[src/rtl/axi_crossbar_rresp_if.sv]
// R-channel bundle shared by the merged internal stream and the upstream port.
// master drives payload/valid, slave returns ready.
interface axi_crossbar_rresp_if #(
  parameter int ID_WIDTH    = 8,
  parameter int DATA_WIDTH  = 32,
  parameter int RUSER_WIDTH = 1
);
  logic [ID_WIDTH-1:0]    rid;
  logic [DATA_WIDTH-1:0]  rdata;
  logic [1:0]             rresp;
  logic                   rlast;
  logic [RUSER_WIDTH-1:0] ruser;
  logic                   rvalid;
  logic                   rready;

  modport master (output rid, rdata, rresp, rlast, ruser, rvalid, input rready);
  modport slave  (input rid, rdata, rresp, rlast, ruser, rvalid, output rready);
endinterface

[src/rtl/axi_crossbar_rresp.sv]
// Read-response return stage: merges arbitrated R beats with locally generated
// DECERR bursts, drives upstream R through a skid stage, and reports completions.
module axi_crossbar_rresp #(
  parameter int ID_WIDTH     = 8,
  parameter int DATA_WIDTH   = 32,
  parameter int RUSER_ENABLE = 0,
  parameter int RUSER_WIDTH  = 1
) (
  input  logic                clk,
  input  logic                rst,
  input  logic [ID_WIDTH-1:0] s_rc_id,
  input  logic [7:0]          s_rc_len,
  input  logic                s_rc_decerr,
  input  logic                s_rc_valid,
  output logic                s_rc_ready,
  axi_crossbar_rresp_if.slave  s_int,
  axi_crossbar_rresp_if.master s_axi,
  output logic [ID_WIDTH-1:0] m_cpl_id,
  output logic                m_cpl_valid
);

  typedef struct packed {
    logic [ID_WIDTH-1:0]    id;
    logic [DATA_WIDTH-1:0]  data;
    logic [1:0]             resp;
    logic                   last;
    logic [RUSER_WIDTH-1:0] user;
  } beat_t;

  typedef enum logic [1:0] {IDLE, PASS, DECERR} state_t;

  state_t              state, state_nxt;
  logic [ID_WIDTH-1:0] err_id, err_id_nxt;
  logic [7:0]          cnt, cnt_nxt;

  beat_t out_q, skid_q, in_beat, int_beat;
  logic  out_vld, skid_vld, in_ready, in_vld;

  // Skid register holds at most one beat, so space exists whenever it is empty.
  assign in_ready = ~skid_vld;

  always_comb begin
    int_beat.id   = s_int.rid;
    int_beat.data = s_int.rdata;
    int_beat.resp = s_int.rresp;
    int_beat.last = s_int.rlast;
    int_beat.user = (RUSER_ENABLE != 0) ? s_int.ruser : '0;
  end

  always_comb begin
    state_nxt    = state;
    err_id_nxt   = err_id;
    cnt_nxt      = cnt;
    s_rc_ready   = 1'b0;
    s_int.rready = 1'b0;
    in_vld       = 1'b0;
    in_beat      = int_beat;
    case (state)
      IDLE: begin
        s_rc_ready = 1'b1;
        if (s_rc_valid && s_rc_decerr) begin
          err_id_nxt = s_rc_id;
          cnt_nxt    = s_rc_len;
          state_nxt  = DECERR;
        end else begin
          s_int.rready = in_ready;
          in_vld       = s_int.rvalid && in_ready;
          if (in_vld && !s_int.rlast) state_nxt = PASS;
        end
      end
      PASS: begin
        s_int.rready = in_ready;
        in_vld       = s_int.rvalid && in_ready;
        if (in_vld && s_int.rlast) state_nxt = IDLE;
      end
      DECERR: begin
        in_vld  = in_ready;
        in_beat = '{id: err_id, data: '0, resp: 2'b11, last: (cnt == 8'd0), user: '0};
        if (in_ready) begin
          // cnt counts remaining beats after this one, so len=255 gives 256 beats
          if (cnt == 8'd0) state_nxt = IDLE;
          else             cnt_nxt   = cnt - 8'd1;
        end
      end
      default: state_nxt = IDLE;
    endcase
    if (rst) begin
      s_rc_ready   = 1'b0;
      s_int.rready = 1'b0;
      in_vld       = 1'b0;
    end
  end

  always_ff @(posedge clk) begin
    if (rst) state <= IDLE;
    else     state <= state_nxt;
  end

  always_ff @(posedge clk) begin
    err_id <= err_id_nxt;
    cnt    <= cnt_nxt;
  end

  // Output register refills from skid first so beat order is preserved.
  always_ff @(posedge clk) begin
    if (rst) begin
      out_vld  <= 1'b0;
      skid_vld <= 1'b0;
    end else if (!out_vld || s_axi.rready) begin
      if (skid_vld) begin
        out_q    <= skid_q;
        skid_vld <= 1'b0;
      end else begin
        out_vld <= in_vld;
        if (in_vld) out_q <= in_beat;
      end
    end else if (in_vld) begin
      skid_q   <= in_beat;
      skid_vld <= 1'b1;
    end
  end

  assign s_axi.rid    = out_q.id;
  assign s_axi.rdata  = out_q.data;
  assign s_axi.rresp  = out_q.resp;
  assign s_axi.rlast  = out_q.last;
  assign s_axi.ruser  = out_q.user;
  assign s_axi.rvalid = out_vld;

  assign m_cpl_valid = out_vld && s_axi.rready && out_q.last && !rst;
  assign m_cpl_id    = out_q.id;

endmodule
[src/flat_wrapper.sv]
// flat-port wrapper written by rule: the top's interface ports become plain ports
module axi_crossbar_rresp_flat 
#(
  parameter int ID_WIDTH     = 8,
  parameter int DATA_WIDTH   = 32,
  parameter int RUSER_ENABLE = 0,
  parameter int RUSER_WIDTH  = 1
)
  (clk, rst, s_rc_id, s_rc_len, s_rc_decerr, s_rc_valid, s_rc_ready, m_cpl_id, m_cpl_valid, s_int_rid, s_int_rdata, s_int_rresp, s_int_rlast, s_int_ruser, s_int_rvalid, s_int_rready, s_axi_rid, s_axi_rdata, s_axi_rresp, s_axi_rlast, s_axi_ruser, s_axi_rvalid, s_axi_rready);
  axi_crossbar_rresp_if #(.ID_WIDTH(ID_WIDTH), .DATA_WIDTH(DATA_WIDTH), .RUSER_WIDTH(RUSER_WIDTH)) s_int_i ();
  axi_crossbar_rresp_if #(.ID_WIDTH(ID_WIDTH), .DATA_WIDTH(DATA_WIDTH), .RUSER_WIDTH(RUSER_WIDTH)) s_axi_i ();
  input  logic clk;
  input  logic rst;
  input  logic [ID_WIDTH-1:0] s_rc_id;
  input  logic [7:0] s_rc_len;
  input  logic s_rc_decerr;
  input  logic s_rc_valid;
  output logic s_rc_ready;
  output logic [ID_WIDTH-1:0] m_cpl_id;
  output logic m_cpl_valid;
  input wire logic [$bits(s_int_i.rid)-1:0] s_int_rid;
  input wire logic [$bits(s_int_i.rdata)-1:0] s_int_rdata;
  input wire logic [$bits(s_int_i.rresp)-1:0] s_int_rresp;
  input wire logic [$bits(s_int_i.rlast)-1:0] s_int_rlast;
  input wire logic [$bits(s_int_i.ruser)-1:0] s_int_ruser;
  input wire logic [$bits(s_int_i.rvalid)-1:0] s_int_rvalid;
  output wire logic [$bits(s_int_i.rready)-1:0] s_int_rready;
  output wire logic [$bits(s_axi_i.rid)-1:0] s_axi_rid;
  output wire logic [$bits(s_axi_i.rdata)-1:0] s_axi_rdata;
  output wire logic [$bits(s_axi_i.rresp)-1:0] s_axi_rresp;
  output wire logic [$bits(s_axi_i.rlast)-1:0] s_axi_rlast;
  output wire logic [$bits(s_axi_i.ruser)-1:0] s_axi_ruser;
  output wire logic [$bits(s_axi_i.rvalid)-1:0] s_axi_rvalid;
  input wire logic [$bits(s_axi_i.rready)-1:0] s_axi_rready;
  assign s_int_i.rid = s_int_rid;
  assign s_int_i.rdata = s_int_rdata;
  assign s_int_i.rresp = s_int_rresp;
  assign s_int_i.rlast = s_int_rlast;
  assign s_int_i.ruser = s_int_ruser;
  assign s_int_i.rvalid = s_int_rvalid;
  assign s_int_rready = s_int_i.rready;
  assign s_axi_rid = s_axi_i.rid;
  assign s_axi_rdata = s_axi_i.rdata;
  assign s_axi_rresp = s_axi_i.rresp;
  assign s_axi_rlast = s_axi_i.rlast;
  assign s_axi_ruser = s_axi_i.ruser;
  assign s_axi_rvalid = s_axi_i.rvalid;
  assign s_axi_i.rready = s_axi_rready;
  axi_crossbar_rresp #(.ID_WIDTH(ID_WIDTH), .DATA_WIDTH(DATA_WIDTH), .RUSER_ENABLE(RUSER_ENABLE), .RUSER_WIDTH(RUSER_WIDTH)) u_core (.clk(clk), .rst(rst), .s_rc_id(s_rc_id), .s_rc_len(s_rc_len), .s_rc_decerr(s_rc_decerr), .s_rc_valid(s_rc_valid), .s_rc_ready(s_rc_ready), .s_int(s_int_i), .s_axi(s_axi_i), .m_cpl_id(m_cpl_id), .m_cpl_valid(m_cpl_valid));
endmodule
[config.mk]
export PLATFORM = sky130hd
export DESIGN_NAME = axi_crossbar_rresp_flat
export DESIGN_NICKNAME = d
export VERILOG_FILES = /design/src/rtl/axi_crossbar_rresp_if.sv /design/src/rtl/axi_crossbar_rresp.sv /design/src/flat_wrapper.sv
export SDC_FILE = /design/constraint.sdc
export NUM_CORES = 1
export LEC_CHECK = 0
export ABC_AREA = 1
export CELL_PAD_IN_SITES_DETAIL_PLACEMENT = 1
export CELL_PAD_IN_SITES_GLOBAL_PLACEMENT = 1
export CORE_MARGIN = 2
export CORE_UTILIZATION = 44
export DETAILED_ROUTE_END_ITERATION = 8
export DONT_BUFFER_PORTS = 1
export HOLD_SLACK_MARGIN = 0.08
export PLACE_DENSITY = 0.85
export SYNTH_ARGS = -nofsm -noshare
export SYNTH_HDL_FRONTEND = slang
export SYNTH_SLANG_ARGS = --single-unit
[constraint.sdc]
create_clock -name clk -period 3.34 [get_ports clk]
set_input_delay 0.167 -clock clk [delete_from_list [all_inputs] [get_ports clk]]
set_output_delay 0.167 -clock clk [all_outputs]
set_load 0.02 [all_outputs]
==> flow_summary_export.csv, run 1 <==
group,metric,value,unit
timing,drv_slew,0,
global_routing,grt_use_total,18.7,%
cts,cts_buffers,9,
pwr,power.share.switching,26.8,%
logic_synthesis,synthesis.nets,498,
pwr,netSwitchingPower,0.000822,W
flow_run,maxCapViolations,0,
worst_hold_path,min_path_type,"in2reg",
logic_synthesis,syn_area,0.00489,mm2
timing,setup_viol,0,
cells_and_area,drive_gt1_share,14.4,%
cts,cts_tree,"done",
pwr,leakagePower,2.33,nW
worst_setup_path,worst_path_max_delay_cell,"dfxtp_2",
timing,period_share,63.2,%
global_routing,antenna_found_initial,1,
logic_synthesis,avgSynthCellArea,11.4,um2
worst_setup_path,cp-end-kind,"register",
worst_setup_path,rr_endpoint,"u_core.state[0]",
cts,cts_root_buffer,"clkbuf_8",
cts,post_cts.repair.setup_buffers,0,
logic_synthesis,ys.flop_type,"edfxtp_1",
cells_and_area,final_common_cell,"nand2_1",
cells_and_area,nets,550,
timing,tns,0,ns
cts,ctsLongestPathBuffers,2,
outcome,status,"finished clean",
timing,clock_skew,0.0109,ns
worst_setup_path,worstRegToRegCells,8,
logic_synthesis,yosysWarnings,0,
placed_design,portBuffers,0,
timing,hold_viol_final,0,
pwr,p_seq_share,56.2,%
logic_synthesis,yosysSeqAreaShare,64.3,%
placed_design,gp_congestion,0.802,
global_routing,grt_pass1_wl,17000,um
detailed_routing,drt_iter0_drc,133,
timing,holdWs,0.144,ns
worst_setup_path,cpPeakStageDelay,0.58,ns
timing,fmax,474,MHz
detailed_routing,antenna_left,0,
floorplan,rows,38,
timing,period_needed,2.11,ns
worst_setup_path,crit_type,"reg2reg",
cts,worstSkewPairLatency,0.36,ns
worst_hold_path,hold_path_depth,3,
floorplan,die_w,109,um
cts,cts_resized,0,
global_routing,overflow,0,
logic_synthesis,async_reset_ff_share,0,%
floorplan,die_y,109,um
worst_setup_path,path_buf_inv,3,
worst_setup_path,rrSetupSlack,1.23,ns
pwr,power.internal,0.00224,W
cts,cts_max_level,3,
global_routing,grt_max_degree,53,
worst_setup_path,crit_path_max_fanout,52,
worst_setup_path,crit_chain,"clkinv_2 > buf_4 > nand3_1 > nand2_1 > inv_1 > nor2_1 > nand4_1 > a21oi_1",
timing,rsz0062_at_grt,"no",
floorplan,start_util,45.1,%
detailed_routing,drt_wl_total,10800,um
worst_setup_path,required,3.63,ns
cells_and_area,layout_common_cells,"nand2_1, edfxtp_1, dlygate4sd3_1",
detailed_routing,vias,3081,
worst_setup_path,critPathArrivalTime,2.40,ns
cells_and_area,utilization,53.3,%
logic_synthesis,ys_ff_latch,106,
placed_design,detailed_place_hpwl,6710,um
worst_hold_path,worstHoldEndpoint,"u_core.state[0]",
worst_setup_path,r2r-start,"u_core.skid_vld",
floorplan,die_area,0.0120,mm2
floorplan,ioPinCount,122,
pwr,power_frac_comb,13.8,%
logic_synthesis,synth.distinct_cells,35,
cts,clkSinkCount,106,
worst_setup_path,cp_top_family,"buffers and inverters",
global_routing,grt_pass1_vias,3327,
pwr,power.density,530,mW/mm2
pwr,clockPowerShare,30.1,%
worst_setup_path,start_kind,"register",
detailed_routing,vias_per_cell,4.91,
worst_hold_path,hp-start,"s_int_rlast",
timing,slew_headroom,45.0,%
cts,cts_hold_buf,60,
cts,clk_pin_slew_worst_paths,0.09,ns
timing,worstMarginPinSlew,0.825,ns
cells_and_area,area_delta_synth_final,18.2,%
pwr,vdd_drop_max,287,uV
detailed_routing,drcViolationCount,0,
logic_synthesis,synth-edff-count,102,
detailed_routing,wl_per_cell,17.1,um
detailed_routing,firstDrtPassIters,4,
logic_synthesis,synth_cells,430,
floorplan,core-area,0.0108,mm2
registers in the layout (all words and copies together) (netlist names), 2 cells and up:
| signal | flops |
|---|---|
| u_core.state | 2 |
| u_core.s_axi.rresp | 2 |
| u_core.s_axi.rdata | 32 |
| u_core.m_cpl_id | 8 |
| u_core.skid_q | 43 |
| u_core.err_id | 8 |
| u_core.cnt | 8 |
synth_stat cells (6+ instances only):
| master | instances | area (um2) |
|---|---|---|
| nor2_1 | 38 | 143 |
| inv_1 | 41 | 154 |
| o21ai_0 | 6 | 30.0 |
| nor2_4 | 20 | 225 |
| clkbuf_1 | 7 | 26.3 |
| nand2_4 | 9 | 101 |
| buf_4 | 10 | 75.1 |
| edfxtp_1 | 102 | 3060 |
| a31oi_2 | 8 | 100 |
| nand2_1 | 138 | 518 |
power by group through the flow:
stage / Clock [W] / Combinational (W) / Sequential [W]
finish: 0.000921 / 0.000422 / 0.00172
global route: 0.000991 / 0.000473 / 0.00173
CTS: 0.000940 / 0.000423 / 0.00172
detailed placement: 0 / 0.000363 / 0.00175
global placement: 0 / 0.000336 / 0.00175
floorplan: 0 / 0.000324 / 0.00172
stage by stage:
| stage | total power, W | instances | instance area, um2 | setup slack, ns |
|---|---|---|---|---|
| 2_1_floorplan | 0.00205 | 430 | 4890 | 0.245 |
| 3_3_place_gp | 0.00208 | 550 | 4930 | 1.24 |
| 3_5_place_dp | 0.00212 | 550 | 4930 | 1.21 |
| 4_1_cts | 0.00309 | 626 | 5760 | 1.18 |
| 5_1_grt | 0.00320 | 628 | 5780 | 1.04 |
| 6_report | 0.00306 | 628 | 5780 | 1.23 |
layout make-up:
class / count / area (um2)
diodes: 1 / 2.50
repair buffers: 67 / 668
inverters: 45 / 171
clock buffers: 10 / 128
flip-flops and latches: 106 / 3140
well taps: 140 / 175
fillers: 1144 / 5060
clock inverters: 6 / 105
multi-input cells: 253 / 1380
layer usage:
metal | routed length [um] | track usage, % | vias to the layer above
met5 | 0 | 0 | -
met4 | 195 | 6.42 | 0
met3 | 338 | 3.50 | 15
met2 | 5940 | 34.7 | 70
met1 | 4290 | 21.6 | 1511
li1 | - | - | 1485
worst max path at each step:
stage	from	endpoint	slack, ns	cells past startpoint
floorplan	u_core.state[1]	u_core.skid_q[10]	0.24	7
global placement	u_core.skid_vld	u_core.s_axi.rdata[10]	1.24	5
detailed placement	u_core.skid_vld	u_core.s_axi.rdata[10]	1.21	5
CTS	u_core.skid_vld	u_core.s_axi.rresp[0]	1.18	5
global route	u_core.skid_vld	u_core.state[0]	1.04	8
finish	u_core.skid_vld	u_core.state[0]	1.23	8
cell families after synthesis:
family                     after synthesis  share of synthesized area, %
buffers and inverters                   71                          7.73
xor gates and xnor gates                 4                         0.717
adders and majority gates                2                         0.512
other                                    1                        0.0767
AOI/OAI and AO/OA                       27                          4.58
and+or+nand+nor                        219                          22.1
DFF                                    106                          64.3
worst register-to-register path, delay by kind of cell (launching register included):
| family | cells | cell delay, ns |
|---|---|---|
| buffers and inverters | 3 | 0.74 |
| DFF | 1 | 0.58 |
| and+or+nand+nor | 4 | 0.59 |
| AOI/OAI and AO/OA | 1 | 0.14 |
(Power assumes the default switching activity.)
==> inputs of run 2 (changes only) <==
--- a/config.mk
+++ b/config.mk
@@ -9,11 +9,11 @@
 export CELL_PAD_IN_SITES_DETAIL_PLACEMENT = 1
 export CELL_PAD_IN_SITES_GLOBAL_PLACEMENT = 1
 export CORE_MARGIN = 2
-export CORE_UTILIZATION = 44
+export CORE_UTILIZATION = 49
 export DETAILED_ROUTE_END_ITERATION = 8
 export DONT_BUFFER_PORTS = 1
 export HOLD_SLACK_MARGIN = 0.08
-export PLACE_DENSITY = 0.85
+export PLACE_DENSITY = 0.89
 export SYNTH_ARGS = -nofsm -noshare
 export SYNTH_HDL_FRONTEND = slang
 export SYNTH_SLANG_ARGS = --single-unit
==> constraint.sdc (replaced) <==
create_clock -name clk -period 2 [get_ports clk]
set_input_delay 0.1 -clock clk [delete_from_list [all_inputs] [get_ports clk]]
set_output_delay 0.1 -clock clk [all_outputs]
set_load 0.02 [all_outputs]
==> flow_summary_export.csv, run 2 (synthesis results as in run 1) <==
group,metric,value,unit
worst_setup_path,crit_cells,6,
worst_setup_path,crit_path_max_fanout,43,
timing,fmax,558,MHz
detailed_routing,antenna_left,0,
worst_setup_path,crit_type,"reg2reg",
cells_and_area,nets,556,
cells_and_area,layout_common_cells,"nand2_1, edfxtp_1, dlygate4sd3_1",
cells_and_area,drive_gt1_share,15.6,%
outcome,status,"finished clean",
timing,hold_viol_final,0,
global_routing,met2_usage,41.0,%
cts,clkSinkCount,106,
cts,ctsLongestPathBuffers,2,
global_routing,met3_usage,5.76,%
cts,cts_resized,0,
detailed_routing,drt_iter0_drc,106,
worst_setup_path,cpPeakStageDelay,0.41,ns
detailed_routing,vias_per_cell,5.07,
global_routing,grt_pass1_wl,18800,um
worst_setup_path,path_buf_inv,1,
cts,cts_tree,"done",
worst_setup_path,cp-startpoint,"u_core.state[1]",
floorplan,start_util,50.2,%
cts,clk_pin_slew_worst_paths,0.10,ns
worst_setup_path,cp-end-kind,"register",
worst_setup_path,crit_chain,"nand2_4 > nor2_1 > o21bai_4 > o21ai_2 > nor2_4 > buf_12",
cts,worstSkewPairLatency,0.37,ns
timing,period_needed,1.79,ns
worst_setup_path,start_kind,"register",
placed_design,gp_congestion,0.785,
worst_setup_path,cp_top_family,"simple AND/OR/NAND/NOR gates",
floorplan,rows,36,
flow_run,maxCapViolations,0,
detailed_routing,drt_wl_total,11700,um
pwr,vdd_drop_max,531,uV
timing,setup_ws,0.207,ns
global_routing,grt_use_total,22.8,%
worst_setup_path,rr_endpoint,"u_core.s_axi.rdata[5]",
worst_setup_path,crit_path_end,"u_core.s_axi.rdata[5]",
timing,rsz0062_at_grt,"no",
worst_setup_path,worst_path_max_delay_cell,"dfxtp_1",
cts,cts_buffers,9,
global_routing,gr-usage-met1,25.2,%
pwr,leakagePower,2.37,nW
cells_and_area,largest_register_ffs,43,
worst_setup_path,r2r-start,"u_core.state[1]",
worst_setup_path,critPathArrivalTime,1.85,ns
detailed_routing,wl_per_cell,18.6,um
placed_design,detailed_place_hpwl,6940,um
cts,cts_max_level,3,
detailed_routing,drcViolationCount,0,
global_routing,overflow,0,
global_routing,grt_pass1_vias,3536,
floorplan,core-area,0.00973,mm2
detailed_routing,vias,3182,
cells_and_area,area_delta_synth_final,19.5,%
cts,cts_hold_buf,62,
global_routing,grt-busiest-layer,"met2",
timing,setup_viol,0,
worst_setup_path,worstRegToRegCells,6,
worst_setup_path,required,2.06,ns
timing,period_share,89.6,%
floorplan,ioPinCount,122,
timing,drv_slew,0,
worst_hold_path,min_path_type,"in2reg",
global_routing,grt_max_degree,44,
cts,post_cts.repair.setup_buffers,0,
global_routing,antenna_found_initial,1,
timing,tns,0,ns
floorplan,die_y,104,um
floorplan,die_w,104,um
placed_design,portBuffers,0,
pwr,power.density,873,mW/mm2
timing,clock_skew,0.0112,ns
detailed_routing,firstDrtPassIters,4,
cells_and_area,final_common_cell,"nand2_1",
cells_and_area,fillers,1017,
cells_and_area,top_register,"u_core.skid_q",
placed_design,post-place-ws,0.224,ns
cts,cts_root_buffer,"clkbuf_8",
floorplan,die_area,0.0108,mm2
worst_setup_path,rrSetupSlack,0.21,ns
run 2: changes by cell type in the layout (fill, tap and decap cells not counted):
cell | before | now
dlygate4sd3_1 | 61 | 62
clkinv_2 | 2 | 4
bufinv_16 | 3 | 2
buf_4 | 5 | 7
clkbuf_8 | 9 | 10
buf_12 | 1 | 4
clkinv_1 | 2 | 0
run 2: layout make-up:
class	instances	area (um2)	area share (%)
clock inverter	5	77.6	1.33
inverter	45	171	2.94
timing repair buffer	73	753	12.9
tap	133	166	2.85
sequential	106	3140	53.8
multi-input combinational	253	1380	23.7
clock buffer	11	141	2.42
antenna	1	2.50	0.0429
run 2: worst min-delay path by stage:
stage | from | endpoint | slack [ns] | cells past startpoint
global route | s_int_rvalid | u_core.s_axi.rvalid | 0.13 | 4
CTS | s_rc_decerr | u_core.state[0] | 0.10 | 5
global placement | rst | u_core.state[0] | 0.18 | 1
detailed placement | rst | u_core.state[0] | 0.18 | 1
finish | s_int_rvalid | u_core.state[0] | 0.12 | 6
floorplan | rst | u_core.state[0] | 0.17 | 1
run 2: report_power, final:
part           switching (W)  total (W)  internal [W]  leakage [nW]
Combinational       0.000459   0.000749      0.000290          1.29
Sequential          0.000219    0.00287       0.00265         0.972
Clock               0.000736    0.00147      0.000736         0.109
Total                0.00141    0.00510       0.00368          2.37
run 2: tightest hold or removal path, cell delays in order:
cell and delay [ns]:
nand2_2 0.07, nor2_1 0.05, nor2_1 0.08, nor2_1 0.04
nand4_1 0.06, a21oi_1 0.06
run 2: metrics by stage:
step                std cells  instance area [um2]  total power (W)  hold slack, ns  util, %
floorplan                 430                 4900          0.00342           0.169        -
global placement          548                 5000          0.00351           0.177     51.4
global route              627                 5840          0.00530           0.126     60.0
finish                    627                 5840          0.00510           0.123     60.0
detailed placement        548                 5000          0.00356           0.177     51.4
CTS                       626                 5840          0.00511           0.104     60.0
run 2: layer usage:
| layer | vias to the layer above | routed length (um) | part of all wire, % |
|---|---|---|---|
| met5 | - | 0 | 0 |
| met4 | 0 | 486 | 4.2 |
| met2 | 100 | 6330 | 54 |
| met3 | 34 | 457 | 3.9 |
| li1 | 1496 | - | - |
| met1 | 1552 | 4380 | 38 |
==> inputs of run 3 (changes only) <==
--- a/config.mk
+++ b/config.mk
@@ -13,7 +13,7 @@
 export DETAILED_ROUTE_END_ITERATION = 8
 export DONT_BUFFER_PORTS = 1
 export HOLD_SLACK_MARGIN = 0.08
-export PLACE_DENSITY = 0.89
+export PLACE_DENSITY_LB_ADDON = 0.1
 export SYNTH_ARGS = -nofsm -noshare
 export SYNTH_HDL_FRONTEND = slang
 export SYNTH_SLANG_ARGS = --single-unit
==> flow_summary_export.csv, run 3 (synthesis results as in run 1) <==
group,metric,value,unit
outcome,status,"finished clean",
cts,clk_pin_slew_worst_paths,0.09,ns
cts,cts_buffers,9,
floorplan,ioPinCount,122,
timing,setup_viol,0,
cts,cts_resized,0,
floorplan,start_util,50.2,%
detailed_routing,vias_per_cell,4.87,
worst_hold_path,hold_path_depth,4,
placed_design,post-place-ws,0.289,ns
cells_and_area,utilization,59.9,%
cts,ctsLongestPathBuffers,2,
detailed_routing,drt_wl_total,10500,um
timing,hold_viol_final,0,
cells_and_area,largest_register_ffs,43,
cts,cts_root_buffer,"clkbuf_8",
global_routing,antenna_found_initial,1,
timing,period_needed,1.84,ns
cells_and_area,drive_gt1_share,15.7,%
cells_and_area,area_delta_synth_final,19.3,%
cells_and_area,nets,561,
global_routing,grt_pass1_vias,3325,
detailed_routing,vias,3070,
cts,cts_max_level,3,
floorplan,die_area,0.0108,mm2
worst_setup_path,worstRegToRegCells,7,
global_routing,overflow,0,
timing,period_share,92.1,%
detailed_routing,firstDrtPassIters,4,
cts,cts_hold_buf,62,
worst_setup_path,start_kind,"register",
placed_design,gp_congestion,0.779,
worst_setup_path,required,2.32,ns
floorplan,die_w,104,um
timing,fmax,543,MHz
global_routing,grt_use_total,20.3,%
placed_design,portBuffers,0,
flow_run,maxCapViolations,0,
worst_setup_path,cp-end-kind,"register",
timing,tns,0,ns
timing,clock_skew,0.00766,ns
timing,rsz0062_at_grt,"no",
timing,holdWs,0.132,ns
cells_and_area,final_common_cell,"nand2_1",
cts,cts_tree,"done",
worst_setup_path,crit_type,"reg2reg",
pwr,vdd_drop_max,395,uV
pwr,power.density,837,mW/mm2
cts,clkSinkCount,106,
timing,drv_slew,0,
worst_setup_path,rrSetupSlack,0.16,ns
pwr,leakagePower,2.37,nW
cells_and_area,layout_common_cells,"nand2_1, edfxtp_1, dlygate4sd3_1",
floorplan,die_y,104,um
worst_setup_path,critPathArrivalTime,2.16,ns
detailed_routing,drt_iter0_drc,84,
timing,setup_ws,0.158,ns
floorplan,core-area,0.00973,mm2
worst_setup_path,crit_path_max_fanout,3,
global_routing,grt_max_degree,34,
global_routing,grt_pass1_wl,17100,um
detailed_routing,antenna_left,0,
floorplan,rows,36,
cts,worstSkewPairLatency,0.37,ns
cts,post_cts.repair.setup_buffers,0,
detailed_routing,drcViolationCount,0,
cells_and_area,top_register,"u_core.skid_q",
placed_design,detailed_place_hpwl,6440,um
worst_hold_path,min_path_type,"in2reg",
detailed_routing,wl_per_cell,16.6,um
## run 3: changes by cell type in the layout (fill, tap and decap cells not counted), sizes merged
cell / before / now
buf: 11 / 16
bufinv: 2 / 1
clkbuf: 11 / 10
clkinv: 4 / 6
clkinvlp: 1 / 0
## run 3: path summary, 6_finish.rpt
path / startpoint / end
worst min-delay path: s_int_rvalid / u_core.skid_vld
worst max register to register: u_core.cnt[0] / u_core.state[0]
worst max-delay path: u_core.cnt[0] / u_core.state[0]
worst min register to register: u_core.skid_q[32] / u_core.s_axi.rdata[28]
## run 3: per-layer routing
layer	track usage [%]	wire length, um	vias to the layer above
met3	4.39	386	14
li1	-	-	1506
met5	0	0	-
met4	8.01	192	0
met1	24.1	4480	1467
met2	36.1	5450	83
## run 3: power breakdown
part | switching, W | internal, W | total [W]
logic | 0.000446 | 0.000306 | 0.000753
registers | 0.000207 | 0.00265 | 0.00286
clock network | 0.000705 | 0.000560 | 0.00126
## run 3: worst max-delay path: stages (launching register included)
cell	delay, ns
edfxtp_1	0.45
inv_1	0.12
ha_1	0.15
nand2_1	0.08
o21ai_2	0.20
nand4_1	0.11
a21oi_1	0.14
dlygate4sd3_1	0.56
## run 3: layout make-up
type | instances | area, um2
clock buffer | 10 | 128
tap | 133 | 166
timing repair buffer | 78 | 791
clock inverter | 5 | 46.3
inverter | 45 | 171
multi-input combinational | 253 | 1380
sequential | 106 | 3140
fill | 1003 | 3900
antenna | 1 | 2.50
## run 3: per-stage QoR
step	cell area [um2]	std cells	total power (W)
floorplan	4900	430	0.00342
global placement	5030	553	0.00354
detailed placement	5030	553	0.00357
CTS	5830	630	0.00491
global route	5830	631	0.00509
finish	5830	631	0.00488
